## src/rtl/frac_div_sched.sv

```systemverilog
// Fractional clock-enable divider: each output period is int or int+1 input cycles, chosen by a first-order accumulator.
// Define FRAC_DIV_STAT_EN to add the period_cnt statistics output.
module frac_div_sched #(
  parameter int unsigned IW = 4,
  parameter int unsigned FW = 8
) (
  input  logic          sys_clk,
  input  logic          sys_rst,
  input  logic          en,
  input  logic          cfg_valid,
  output logic          cfg_ready,
  input  logic [IW-1:0] cfg_int,
  input  logic [FW-1:0] cfg_num,
  input  logic [FW-1:0] cfg_den,
  output logic          cfg_err,
  output logic          clk_out,
  output logic          tick,
  output logic          busy
`ifdef FRAC_DIV_STAT_EN
  ,
  output logic [15:0]   period_cnt
`endif
);

  localparam int unsigned PW = IW + 1;
  localparam int unsigned SW = FW + 1;

  typedef enum logic [1:0] {IDLE, RUN, STOPPING} state_t;

  state_t          state_q, state_d;
  logic [PW-1:0]   cnt_q, cnt_d;
  logic [PW-1:0]   per_q, per_d;
  logic [FW-1:0]   acc_q, acc_d;
  logic [IW-1:0]   act_int_q, act_int_d;
  logic [FW-1:0]   act_num_q, act_num_d;
  logic [FW-1:0]   act_den_q, act_den_d;
  logic            act_valid_q, act_valid_d;
  logic [IW-1:0]   pend_int_q, pend_int_d;
  logic [FW-1:0]   pend_num_q, pend_num_d;
  logic [FW-1:0]   pend_den_q, pend_den_d;
  logic            pend_valid_q, pend_valid_d;
  logic            clk_d, tick_d, err_d;

  logic            hs, legal, last;
  logic [PW-1:0]   cnt_inc;
  logic            new_period, fresh, src_pend;
  logic [IW-1:0]   sel_int;
  logic [FW-1:0]   sel_num, sel_den, base;
  logic [SW-1:0]   sum;
  logic            ge;
  logic [PW-1:0]   p_new;
  logic [FW-1:0]   acc_new;

  assign hs      = cfg_valid && cfg_ready;
  assign legal   = (cfg_int >= IW'(2)) && (cfg_den != '0) && (cfg_num < cfg_den);
  assign last    = (cnt_q == per_q - PW'(1));
  assign cnt_inc = cnt_q + PW'(1);

  // Next-state, config bookkeeping and next registered output values
  always_comb begin
    state_d      = state_q;
    cnt_d        = cnt_q;
    per_d        = per_q;
    acc_d        = acc_q;
    act_int_d    = act_int_q;
    act_num_d    = act_num_q;
    act_den_d    = act_den_q;
    act_valid_d  = act_valid_q;
    pend_int_d   = pend_int_q;
    pend_num_d   = pend_num_q;
    pend_den_d   = pend_den_q;
    pend_valid_d = pend_valid_q;
    clk_d        = 1'b0;
    tick_d       = 1'b0;
    err_d        = hs && !legal;
    new_period   = 1'b0;
    fresh        = 1'b0;
    src_pend     = 1'b0;
    sel_int      = '0;
    sel_num      = '0;
    sel_den      = '0;
    base         = '0;
    sum          = '0;
    ge           = 1'b0;
    p_new        = '0;
    acc_new      = '0;

    case (state_q)
      IDLE: begin
        cnt_d = '0;
        // A config load takes the cycle; the start waits one cycle so it sees the new config
        if (pend_valid_q) begin
          act_int_d    = pend_int_q;
          act_num_d    = pend_num_q;
          act_den_d    = pend_den_q;
          act_valid_d  = 1'b1;
          pend_valid_d = 1'b0;
        end else if (hs && legal) begin
          act_int_d   = cfg_int;
          act_num_d   = cfg_num;
          act_den_d   = cfg_den;
          act_valid_d = 1'b1;
        end else if (en && act_valid_q) begin
          state_d    = RUN;
          new_period = 1'b1;
          fresh      = 1'b1;
        end
      end
      RUN, STOPPING: begin
        if (hs && legal) begin
          pend_int_d   = cfg_int;
          pend_num_d   = cfg_num;
          pend_den_d   = cfg_den;
          pend_valid_d = 1'b1;
        end
        if (last) begin
          if (pend_valid_q) begin
            act_int_d    = pend_int_q;
            act_num_d    = pend_num_q;
            act_den_d    = pend_den_q;
            pend_valid_d = 1'b0;
            fresh        = 1'b1;
            src_pend     = 1'b1;
          end
          if (en) begin
            state_d    = RUN;
            new_period = 1'b1;
          end else begin
            state_d = IDLE;
            cnt_d   = '0;
            acc_d   = '0;
          end
        end else begin
          state_d = en ? RUN : STOPPING;
          cnt_d   = cnt_inc;
          tick_d  = (cnt_inc == per_q - PW'(1));
          clk_d   = (cnt_inc < (per_q >> 1));
        end
      end
      default: state_d = IDLE;
    endcase

    // Period select from the config in force for the coming period
    sel_int = src_pend ? pend_int_q : act_int_q;
    sel_num = src_pend ? pend_num_q : act_num_q;
    sel_den = src_pend ? pend_den_q : act_den_q;
    base    = fresh ? '0 : acc_q;
    sum     = SW'(base) + SW'(sel_num);
    ge      = (sum >= SW'(sel_den));
    p_new   = ge ? (PW'(sel_int) + PW'(1)) : PW'(sel_int);
    acc_new = ge ? FW'(sum - SW'(sel_den)) : FW'(sum);

    if (new_period) begin
      cnt_d = '0;
      per_d = p_new;
      acc_d = acc_new;
      clk_d = 1'b1;
    end
  end

  always_ff @(posedge sys_clk) begin
    if (sys_rst) begin
      state_q      <= IDLE;
      cnt_q        <= '0;
      per_q        <= '0;
      acc_q        <= '0;
      act_int_q    <= '0;
      act_num_q    <= '0;
      act_den_q    <= '0;
      act_valid_q  <= 1'b0;
      pend_int_q   <= '0;
      pend_num_q   <= '0;
      pend_den_q   <= '0;
      pend_valid_q <= 1'b0;
      cfg_ready    <= 1'b1;
      cfg_err      <= 1'b0;
      clk_out      <= 1'b0;
      tick         <= 1'b0;
      busy         <= 1'b0;
    end else begin
      state_q      <= state_d;
      cnt_q        <= cnt_d;
      per_q        <= per_d;
      acc_q        <= acc_d;
      act_int_q    <= act_int_d;
      act_num_q    <= act_num_d;
      act_den_q    <= act_den_d;
      act_valid_q  <= act_valid_d;
      pend_int_q   <= pend_int_d;
      pend_num_q   <= pend_num_d;
      pend_den_q   <= pend_den_d;
      pend_valid_q <= pend_valid_d;
      cfg_ready    <= !pend_valid_d;
      cfg_err      <= err_d;
      clk_out      <= clk_d;
      tick         <= tick_d;
      busy         <= (state_d != IDLE);
    end
  end

`ifdef FRAC_DIV_STAT_EN
  logic apply_pend;

  assign apply_pend = pend_valid_q && ((state_q == IDLE) || last);

  // Tick counter since the last pending-config application
  always_ff @(posedge sys_clk) begin
    if (sys_rst) begin
      period_cnt <= '0;
    end else if (apply_pend) begin
      period_cnt <= '0;
    end else if (tick) begin
      period_cnt <= period_cnt + 16'd1;
    end
  end
`endif

endmodule

```

## config.mk

```make
export PLATFORM = sky130hd
export DESIGN_NAME = frac_div_sched
export DESIGN_NICKNAME = d
export VERILOG_FILES = /design/src/rtl/frac_div_sched.sv
export SDC_FILE = /design/constraint.sdc
export NUM_CORES = 1
export LEC_CHECK = 0
export CAP_MARGIN = 10
export CORE_MARGIN = 4
export CORE_UTILIZATION = 54
export CTS_CLUSTER_DIAMETER = 200
export DETAILED_ROUTE_END_ITERATION = 8
export GPL_TIMING_DRIVEN = 0
export PLACE_DENSITY = 0.77
export SLEW_MARGIN = 20
export SYNTH_ARGS = -nofsm -noshare
export SYNTH_HDL_FRONTEND = slang
export SYNTH_SLANG_ARGS = --single-unit
```

## constraint.sdc

```tcl
create_clock -name sys_clk -period 4.6 [get_ports sys_clk]
set_clock_uncertainty 0.05 [all_clocks]
set_input_delay 0.46 -clock sys_clk [delete_from_list [all_inputs] [get_ports sys_clk]]
set_output_delay 0.46 -clock sys_clk [all_outputs]
set_load 0.1 [all_outputs]
```

* Word-level counts from Yosys, hierarchy flattened
Cells that the tools add are included.
Word-level totals: output and inout port bits 5, bits of input ports 24, logic and storage cells 113, bits in registers 67
Operators by class: mux-type cells 54, bitwise operators 1, eq/ne operators 9, add/sub/neg operators 5, order comparisons 4, reduce and logical (&&, ||, !) cells 23
Operators by type and width (count):
- 8-bit two-way mux | 16
- 8-bit one-hot mux with 2 select lines | 2
- 4-bit two-way mux | 5
- 1-bit two-way mux | 17
- 5-bit two-way mux | 3
- 5-bit equality test | 2
- 2-bit two-way mux | 5
- 5-bit one-hot mux with 2 select lines | 1
- 2-bit nonzero test | 5
- 8-bit by 8-bit adder with 9-bit output | 1
- 9-bit by 8-bit greater-or-equal comparator with 1-bit output | 1
- 8-bit less-than comparator | 1
- 4-bit one-hot mux with 2 select lines | 1
- 8-bit nonzero test | 1
- 8-bit subtractor | 1
- 1-bit logical AND | 6
- 3-bit inequality test (second input constant) | 2
- 1-bit one-hot mux with 2 select lines | 3
- 2-bit AND reduction | 3
- 4-bit by 1-bit adder with 5-bit output (second input constant) | 1
- 5-bit by 1-bit adder with 5-bit output (second input constant) | 1
- 5-bit by 4-bit less-than comparator with 1-bit output | 1
- 5-bit by 1-bit subtractor with 5-bit output (second input constant) | 1
- 4-bit by 2-bit greater-or-equal comparator with 1-bit output (second input constant) | 1
- other kinds (12) | 15

* Logic depth before layout (Yosys ltp)
depth after elaboration 12, gate-level depth with buffers 23, gate-level depth less buffers 22

* Least setup slack after synthesis
No wires, ideal clock.
kind reg2reg, from register per_q[0], to register acc_q[0], data arrival time 4.966 ns, path slack -0.486 ns, clock period less this slack 5.086 ns, path buffers 2, data required time 4.480 ns, library setup time 0.070 ns, cell stages (with the launch flop) 24, path through dfxtp_1 -> inv_1 -> ha_1 -> nor3b_2 -> xnor3_1 -> or4b_1 -> buf_2 -> buf_6 -> a21oi_2 -> nand2b_1 -> inv_1 -> ha_1 -> a21oi_1 -> inv_1 -> a21oi_1 -> xnor2_1 -> ha_1 -> o21a_1 -> o31a_1 -> o31a_1 -> o31a_1 -> nor3_4 -> mux2_2 -> o2bb2ai_1
On the way: cells in the longest elaborated chain, start to end 9, elaborated cells on any way between the ends 19, those cells by class add/sub: 3; order compare: 1; eq/ne: 2; mux: 10; reduce/logical: 3
RTL lines:
- from (decl) | RTL line 32 | logic [PW-1:0] per_q, per_d;
- from (signal assigned) | RTL line 183 | per_q <= per_d;
- 5-bit by 1-bit subtractor with 5-bit output (*) | RTL line 56 | assign last = (cnt_q == per_q - PW'(1));
- 5-bit equality test (*) | RTL line 56
- 1-bit two-way mux | RTL line 116 | if (last) begin
- 1-bit one-hot mux with 2 select lines or 1-bit two-way mux (tied branches) | RTL line 88 | case (state_q)
- 8-bit two-way mux (on tied branches) | RTL line 147, 145
- 8-bit by 8-bit adder with 9-bit output | RTL line 148 | sum = SW'(base) + SW'(sel_num);
- 8-bit subtractor or 9-bit by 8-bit greater-or-equal comparator with 1-bit output (tied branches) | RTL line 151, 149
- 8-bit two-way mux | RTL line 151 | acc_new = ge ? FW'(sum - SW'(sel_den)) : FW'(sum);
- 8-bit two-way mux | RTL line 153 | if (new_period) begin
- to (signal assigned) | RTL line 166 | acc_q <= '0;
- to (signal assigned) | RTL line 184 | acc_q <= acc_d;
- to (decl) | RTL line 33 | logic [FW-1:0] acc_q, acc_d;
Mark *: on every way between the ends. The rest lies on a longest branch, timed or not. A chain may end at the register's enable or synchronous reset.

* Final worst setup path
from register per_q[1], to register acc_q[0]
Same word-level chain as after synthesis.

==> qor.yml <==
outcome: "complete, but fails checks"
violations: "negative setup slack"
fill_cells: 580
finalCritPeriodShare_pct: 112
dr_total_vias: 4382
rsz0062_at_grt: "true"
synth_seq_cells: 67
syn_inst: 516
finish.utilization_pct: 72.8
grt_pass1_vias: 4007
cts_hold_buffers: 0
drt_pass1_iterations: 5
tns_ps: -5930
hold_viol: 0
vias_per_cell: 6.14
synth_edf_count: 0
final_cell_mix: "nor2_1, dfxtp_1, buf_4, nand2_1, o21ai_0"
dieArea_mm2: 0.00988
core_mm2: 0.00818
worst_setup_path_end_kind: "flip-flop"
syn_area_per_cell_um2: 8.74
drt_iter0_markers: 299
setup_violations: 13
synth_top_area_share_pct: 29.7
dpl.hpwl_um: 8860
crit_fanout: 5
htreeDepth: 3
hold_class: "in -> reg"
crit_chain: "inv_2 -> ha_4 -> buf_4 -> xnor3_1 -> nand3_2 -> or4b_4 -> buf_12 -> a21oi_4 -> nand2b_4 -> inv_2 -> ha_4 -> a21oi_4 -> inv_2 -> a21oi_2 -> xnor2_2 -> ha_1 -> o21a_1 -> o31a_1 -> o31a_1 -> o31a_1 -> nor3_4 -> buf_6 -> mux2_4 -> o2bb2ai_4"
gp_congestion: 0.881
clk_latency_ps: 350
seq_area_mm2: 0.00134
cts.sinks: 67
cellPowerDensity_mw_per_mm2: 575
finalCriticalPeriod_ps: 5150
post_dp_cell_area_mm2: 0.00501
wirelength_um: 13700
total_power_mw: 3.42
grt_overflow: 0
port_buffers: 28
final_max_slew_viol_count: 0
grt_pass1_wl_um: 20000
cts_tree: "yes"
crit_path_top_delay_cell: "or4b_4"
rows: 33
syn_nets: 573
design_area_mm2: 0.00595
start_util_pct: 55.2
critPathTopFamily: "compound AO/OA/AOI/OAI gates"
synthDistinctLibCells: 63
fin_ws_ps: -553
fin_nets: 662
cts-root-buf: "clkbuf_8"
ys_top_cells_by_area: "dfxtp_1, ha_1, a311oi_2, nor2_1, mux2i_1"
multi_input_area_mm2: 0.00331
path_buf_inv: 6
fin_hold_ws_ps: 393
postSynth.asyncResetShare_pct: 0
final_layout_size_suffix_gt1_share_pct: 27.6
slew_headroom_pct: 34.7
ir_drop_mv: 0.247
clkTransAtPathRegs_ps: 70
clk_path_buf_depth: 2
die_y_um: 99.4
ys_seq_area_share_pct: 29.7
route.antenna.remaining_nets: 0
wl_per_cell_um: 19.2
drc: 0
slowest_delay_ps: 610
grt_max_degree: 12
cap_violations: 0
yosys_most_used_dff: "dfxtp_1"
tightest_slew_ps: 977
critPathRequiredTime_ps: 4830
grt_use_total_pct: 25.6
synth_top_area_cell: "dfxtp_1"
antenna_found_initial: 0
cts-buffers-inserted: 9
yosysWarnings: 0
fmax_ghz: 0.194
antenna_cells: 0
netlist_area_mm2: 0.00451
crit_arrival_ps: 5380
die_width_um: 99.4
worstSetupStartpointType: "flip-flop"
area_growth_syn_to_layout_pct: 31.9
path_class: "reg -> reg"
p_leak_nw: 2.52
io_pins: 29
-- worst register-to-register path, delay by kind of cell, from the launching register on --
kind,cells,cell delay [ps]
AOI/OAI and AO/OA,8,1650
and+or+nand+nor,4,1140
adders and majority gates,3,650
buffers and inverters,6,580
xor gates and xnor gates,2,360
DFF,1,340
muxes,1,320
-- cells in the mapped netlist (4+ instances only) --
| master | instances |
|---|---|
| or3_1 | 5 |
| a311oi_2 | 20 |
| nand2_1 | 40 |
| ha_1 | 31 |
| xnor2_1 | 15 |
| a21o_1 | 5 |
| o21a_1 | 9 |
| nand4_1 | 7 |
| o21ai_0 | 33 |
| o31a_1 | 4 |
| mux2_2 | 11 |
| clkbuf_1 | 17 |
| nand3_1 | 6 |
| dfxtp_1 | 67 |
| o31ai_1 | 7 |
| inv_1 | 27 |
| nor4_1 | 5 |
| mux2i_1 | 21 |
| nor2b_1 | 14 |
| o22ai_1 | 4 |
| a21oi_1 | 29 |
| nor2_1 | 66 |
| xor2_1 | 4 |
| nand2b_1 | 4 |
-- timing repair --
| item | 4_1_cts | 5_1_grt |
|---|---|---|
| cloned | 1 | 0 |
| pin swaps | 28 | 32 |
| endpoints found under the setup margin | 13 | 13 |
| setup buffers | 32 | 21 |
| gates resized for setup | 42 | 30 |
-- metal layers --
metal | part of all wire, % | up-vias | track usage, %
li1 | - | 2041 | -
met1 | 40 | 2111 | 32.0
met2 | 51 | 191 | 45.3
met3 | 6.5 | 39 | 3.58
met4 | 3.0 | 0 | 8.51
met5 | 0 | - | 0
-- final cells by class --
class | count | area share (%)
inverters | 28 | 1.77
repair buffers | 79 | 12.1
multi-input cells | 395 | 55.6
well taps | 105 | 2.21
plain buffers | 25 | 2.38
clock buffers | 11 | 2.54
flip-flops and latches | 67 | 22.6
clock inverters | 4 | 0.841
-- per-stage QoR --
step | cells | setup WS, ps
floorplan | 516 | -448
global placement | 649 | -1500
detailed placement | 649 | -1560
CTS | 696 | -341
global route | 714 | -672
finish | 714 | -553
-- power by group --
part           switching, mW  total, mW  internal, mW  leakage [nW]
sequential            0.0583      0.726         0.667         0.546
combinational           1.14       2.18          1.05          1.87
clock                  0.241      0.517         0.276        0.0974
-- registers in the layout (all words and copies together) (netlist names), 5 cells and up --
register    flops
pend_num_q      8
acc_q           8
pend_den_q      8
per_q           5
act_den_q       8
act_num_q       8
cnt_q           5
-- worst paths after layout --
check	from	to	slack, ps	cells after the start
worst min-delay path	cfg_num[5]	pend_num_q[5]	390	3
worst max register to register	per_q[1]	acc_q[0]	-550	24
worst min register to register	acc_q[7]	acc_q[7]	420	2
worst max-delay path	per_q[1]	acc_q[0]	-550	24
-- cell families after synthesis --
| logic type | Yosys count | synth area share [%] |
|---|---|---|
| adder cells (fa/ha/maj) | 33 | 9.48 |
| AO/OA/AOI/OAI | 137 | 23.7 |
| AND/OR/NAND/NOR | 167 | 17.8 |
| XOR/XNOR | 22 | 5.19 |
| buffers and inverters | 54 | 5.24 |
| flip-flops | 67 | 29.7 |
| multiplexers | 36 | 8.85 |
(Power assumes the default switching activity.)
